File: src/rtl/fifo_stream_reader.sv
// fifo_stream_reader
//   Consumer-side adapter for the FIFO_Buffer read port. It issues read
//   enables to the FIFO, catches each word one cycle later in a 2-entry skid
//   buffer, and presents the words as a valid/ready stream. It sustains one
//   word per cycle, keeps order, and never drops or repeats a word under
//   backpressure.
//
// Ports
//   clk            system clock, rising edge
//   reset          synchronous active-high reset
//   fifo_data_i    FIFO read data, valid the cycle after fifo_rden_o was high
//   fifo_empty_i   FIFO empty flag
//   fifo_rden_o    FIFO read enable (combinational)
//   flush_i        synchronous discard of buffered and in-flight words
//   data_o         stream data (skid-buffer head)
//   valid_o        stream valid
//   ready_i        downstream ready
//   word_count_o   words delivered (stats build only, else 0)
//   stall_count_o  cycles with valid_o & ~ready_i (stats build only, else 0)
//
// Build option
//   STREAM_READER_STATS_EN : when defined, adds saturating 32-bit counters
//   for delivered words and backpressure cycles. Reset clears them; flush
//   does not.

module fifo_stream_reader #(
  parameter int DATA_WIDTH = 36
) (
  input  logic                  clk,
  input  logic                  reset,
  input  logic [DATA_WIDTH-1:0] fifo_data_i,
  input  logic                  fifo_empty_i,
  output logic                  fifo_rden_o,
  input  logic                  flush_i,
  output logic [DATA_WIDTH-1:0] data_o,
  output logic                  valid_o,
  input  logic                  ready_i,
  output logic [31:0]           word_count_o,
  output logic [31:0]           stall_count_o
);

  // Skid-buffer occupancy.
  typedef enum logic [1:0] {
    S_EMPTY = 2'd0,
    S_ONE   = 2'd1,
    S_TWO   = 2'd2
  } state_t;

  state_t                state_reg, state_next;
  logic                  inflight_reg;
  logic [DATA_WIDTH-1:0] head_reg, head_next;
  logic [DATA_WIDTH-1:0] tail_reg, tail_next;

  logic       pop;
  logic       push;
  logic [1:0] occupancy;
  logic       has_credit;

  assign valid_o = (state_reg != S_EMPTY);
  assign data_o  = head_reg;
  assign pop     = valid_o & ready_i;
  assign push    = inflight_reg;

  // Words held plus the word on its way from the FIFO. This never exceeds 2,
  // so a 2-bit sum cannot wrap.
  assign occupancy = state_reg + {1'b0, inflight_reg};

  // credits = 2 - occupancy + pop > 0  <=>  occupancy < 2 + pop.
  // Because a read issued now lands next cycle, reserving a slot for every
  // in-flight word is what keeps the buffer from ever needing a third entry.
  assign has_credit = (occupancy < 2'd2) | (pop & (occupancy == 2'd2));

  assign fifo_rden_o = ~reset & ~flush_i & ~fifo_empty_i & has_credit;

  always_comb begin
    state_next = state_reg;
    head_next  = head_reg;
    tail_next  = tail_reg;
    if (flush_i) begin
      // Any pop this cycle still completes because the stream outputs come
      // straight from state; the arriving word is simply not captured.
      state_next = S_EMPTY;
    end else begin
      unique case (state_reg)
        S_EMPTY: begin
          if (push) begin
            head_next  = fifo_data_i;
            state_next = S_ONE;
          end
        end
        S_ONE: begin
          if (push && pop) begin
            head_next = fifo_data_i;
          end else if (push) begin
            tail_next  = fifo_data_i;
            state_next = S_TWO;
          end else if (pop) begin
            state_next = S_EMPTY;
          end
        end
        S_TWO: begin
          // Push without pop cannot happen here: the credit rule withheld
          // the read that would have produced it.
          if (pop) begin
            head_next = tail_reg;
            if (push) begin
              tail_next = fifo_data_i;
            end else begin
              state_next = S_ONE;
            end
          end
        end
        default: begin
          state_next = S_EMPTY;
        end
      endcase
    end
  end

  always_ff @(posedge clk) begin
    if (reset) begin
      state_reg    <= S_EMPTY;
      inflight_reg <= 1'b0;
      head_reg     <= '0;
      tail_reg     <= '0;
    end else begin
      state_reg    <= state_next;
      inflight_reg <= fifo_rden_o;
      head_reg     <= head_next;
      tail_reg     <= tail_next;
    end
  end

`ifdef STREAM_READER_STATS_EN
  // Index 0 counts delivered words, index 1 counts backpressure cycles.
  logic [1:0]  stat_inc;
  logic [31:0] stat_vec [2];

  assign stat_inc = {valid_o & ~ready_i, pop};

  genvar gi;
  generate
    for (gi = 0; gi < 2; gi++) begin : g_stat
      logic [31:0] cnt_reg;

      always_ff @(posedge clk) begin
        if (reset) begin
          cnt_reg <= '0;
        end else if (stat_inc[gi] && (cnt_reg != 32'hFFFF_FFFF)) begin
          cnt_reg <= cnt_reg + 32'd1;
        end
      end

      assign stat_vec[gi] = cnt_reg;
    end
  endgenerate

  assign word_count_o  = stat_vec[0];
  assign stall_count_o = stat_vec[1];
`else
  assign word_count_o  = '0;
  assign stall_count_o = '0;
`endif

endmodule

File: config.mk
export PLATFORM = sky130hd
export DESIGN_NAME = fifo_stream_reader
export DESIGN_NICKNAME = d
export VERILOG_FILES = /design/src/rtl/fifo_stream_reader.sv
export SDC_FILE = /design/constraint.sdc
export NUM_CORES = 1
export LEC_CHECK = 0
export ABC_AREA = 0
export CORE_ASPECT_RATIO = 0.8
export CORE_MARGIN = 2
export CORE_UTILIZATION = 42
export CTS_BUF_LIST = sky130_fd_sc_hd__clkbuf_16
export DETAILED_ROUTE_END_ITERATION = 10
export GPL_TIMING_DRIVEN = 1
export HOLD_SLACK_MARGIN = 0.03
export PLACE_DENSITY = 0.83
export SETUP_SLACK_MARGIN = 0.5
export SYNTH_ARGS = -nofsm -noshare
export SYNTH_HDL_FRONTEND = slang
export SYNTH_SLANG_ARGS = --single-unit
export TNS_END_PERCENT = 10
File: constraint.sdc
create_clock -name clk -period 1.7 [get_ports clk]
set_input_delay 0.255 -clock clk [delete_from_list [all_inputs] [get_ports clk]]
set_output_delay 0.255 -clock clk [all_outputs]
set_load 0.01 [all_outputs]
==> run summary, run 1 <==
outcome -> finished, violations left
failing checks -> negative setup slack
CTS tree -> built
Mapped Avg Cell Area -> 9.915 µm²
area of the multi-input gates -> 0.002440 mm²
WL final -> 10390 µm
Hold Path Cell Cnt -> 4
Worst Max-Slew Pin Slew -> 1.005 ns
Post-DP HPWL -> 6315 µm
synthesis-to-finish area growth -> 32.82%
Max-Cap Viols -> 0
VDD IR max -> 0.0005387 V
Final Util -> 0.5749
# fillers -> 841
Crit. End Element -> register
Final Hold Vio Count -> 0
most used cell, CP -> buf_4
I/O pins -> 143
Worst path max stage delay -> 0.33 ns
initial antenna violation count -> 0
RSZ-0062 raised after global routing -> yes
worst-case clock buffer depth -> 2
r2r worst-path depth -> 9
nets -> 551
# port buffers -> 78
Die ar. -> 0.01081 mm²
top cells by count, synth -> dfxtp_1, nand2b_1, mux2i_1
highest routed metal layer -> met4
clk slew on worst S/H paths -> 0.06 ns
worst r2r dst -> inflight_reg
Final Max Slew Viols -> 0
H-Tree Level Count -> 3
Hold Path Class -> in2reg
Vias/cell -> 4.954
most common cell in the synthesized netlist -> dfxtp_1
FFs w/ async S/R, synth -> 0
Post-synth EDFFs -> 0
DRC viols -> 0
DRT met1 WL -> 4801 µm
slowest cell on the critical path -> dfxtp_2
Final setup viols -> 12
CTS Hold Bufs -> 0
Core ar. -> 0.009689 mm²
post-synth cell types -> 32
met2 WL post-DR -> 4962 µm
Global Route Usage Sum -> 0.1860
Req. time, crit path -> 1.95 ns
Rows -> 32
area leader, netlist -> dfxtp_1
largest net degree at the start of global routing -> 110
Ys Warns -> 0
CTS Buf Count -> 9
Die Ht -> 93.38 µm
RR Startpoint -> state_reg[0]
Cell Chain, Critical Path -> ha_1, nor2b_2, nand2_1, buf_4, buf_4, buf_4, buf_4, buf_4, a31oi_2
Met3 Routed Length -> 523 µm
routed wire length per instance -> 15.98 µm
Min-Delay Endpoint -> inflight_reg
Final Cycle Share -> 1.038
Slew headroom -> 0.3299
Startpoint Class -> register
grt ovf -> 0
vias in the first global route -> 3098
dpl ws -> -0.3160 ns
root buf cell -> clkbuf_16
PD cells -> 795.9 mW/mm²
CP Data Arrival Time -> 2.02 ns
vias -> 3220
sequential share of the synthesized area -> 0.3580
Synth Instances -> 423
fmax -> 566.9 MHz
post-route ant nets -> 0
Synth top area share -> 0.3580
Fin Clk Skew -> 0.006571 ns
DRT iter0 DRCs -> 76
post-route minimum period -> 1.764 ns
Critical Path Source -> state_reg[0]
first-pass GRT wire length -> 15800 µm
Most used DFF post-synth -> dfxtp_1
HP Start -> reset
worst reg-to-reg setup slack -> -0.06 ns
#FFs+latches synth -> 75
Synth area leaders -> dfxtp_1, mux2i_1, buf_4
crit path max fanout -> 2
Seq. cell area -> 0.001513 mm²
drt pass-1 iters -> 7
DIE WIDTH -> 115.7 µm
post-route setup slack -> -0.06397 ns
Worst-Skew Late Latency -> 0.33 ns
TritonCTS Sinks -> 75
GPL Wtd Cong -> 0.7957
Initial Util -> 0.4329
critical path type -> reg2reg
Leakage Power -> 2.300 nW
layout cell share with drive strength beyond 1 -> 0.2821
ant diodes -> 0
post-synthesis cell area -> 0.004194 mm²
[worst max-delay path by stage]
stage                     depth (start not counted)      endpoint  slack (ns)
after floorplan                                   6  tail_reg[10]        0.16
final                                             9  inflight_reg       -0.06
after global routing                              9  inflight_reg       -0.15
after CTS                                         5   fifo_rden_o       -0.05
after global placement                            5   fifo_rden_o       -0.31
after detailed placement                          5   tail_reg[5]       -0.32
[routing by layer]
layer	global-route usage	vias up
met2	0.3026	92
met1	0.2463	1584
met3	0.04731	9
met5	0	-
met4	0.04861	0
li1	-	1535
[layout make-up]
cell class,count,share of cell area
repair buffers,114,0.2028
clock buffers,9,0.04043
multi-input cells,307,0.4380
clock inverters,7,0.01527
inverters,2,0.001348
well taps,136,0.03055
flip-flops and latches,75,0.2716
[worst max-delay path, delay by kind of cell, from the launching register on]
kind / cells / cell delay [ns]
buffers and inverters: 5 / 0.62
AOI/OAI and AO/OA: 1 / 0.18
DFF: 1 / 0.33
and+or+nand+nor: 2 / 0.26
adders and majority gates: 1 / 0.30
[what timing repair did]
item | in CTS | in global routing
pin swaps | 6 | 6
buffers inserted | 10 | 0
gates resized for setup | 97 | 84
gates cloned | 3 | 1
setup endpoints to repair | 112 | 103
hold endpoints to repair | 0 | 0
[kinds of logic (layout without fill, tap and decap cells)]
logic type / count (synthesis) / after routing / synth area share
DFF: 75 / 75 / 0.3580
adders and majority gates: 1 / 1 / 0.002983
muxes: 73 / 73 / 0.1754
buffers and inverters: 104 / 132 / 0.1796
other: 1 / 64 / 0.0008941
AOI/OAI and AO/OA: 82 / 82 / 0.1515
and+or+nand+nor: 87 / 87 / 0.1316
[stage by stage]
stage	TNS (ns)	power [mW]	hold slack [ns]	cell area, µm²	cells
after floorplan	0	2.288	0.4103	4442	486
after global placement	-15.14	2.420	0.4565	4836	620
after detailed placement	-17.00	2.434	0.4629	4836	620
after CTS	-0.1181	4.397	0.2786	5364	649
after global routing	-2.165	4.588	0.3127	5570	650
final	-0.3751	4.433	0.2951	5570	650
[layout by cell type, fill, tap and decap left out, drive strengths merged, types with 2 or more instances in the layout]
cell type       n
buf            38
clkbuf         28
nor2            2
nand2           2
a21oi           3
clkinv          2
dfxtp          75
o21a            2
clkdlybuf4s15  17
mux2i          72
inv             4
nand2b         73
a211oi         73
a31oi           2
clkdlybuf4s50  39
nand3b          2
conb           64
or3b            2
bufinv          2
[where the power goes]
group	internal (mW)	switching (mW)	total, mW
logic	0.282	0.326	0.608
registers	1.81	0.0339	1.84
clock network	1.27	0.717	1.99
Note: power is estimated with default switching activity, not from simulation.
==> run 2: changes to the inputs <==
--- a/config.mk
+++ b/config.mk
@@ -6,6 +6,7 @@
 export NUM_CORES = 1
 export LEC_CHECK = 0
 export ABC_AREA = 0
+export CAP_MARGIN = 20
 export CORE_ASPECT_RATIO = 0.8
 export CORE_MARGIN = 2
 export CORE_UTILIZATION = 42
==> results of run 2 <==
Same layout as run 1: the final DEF is identical, and so are final timing and power.
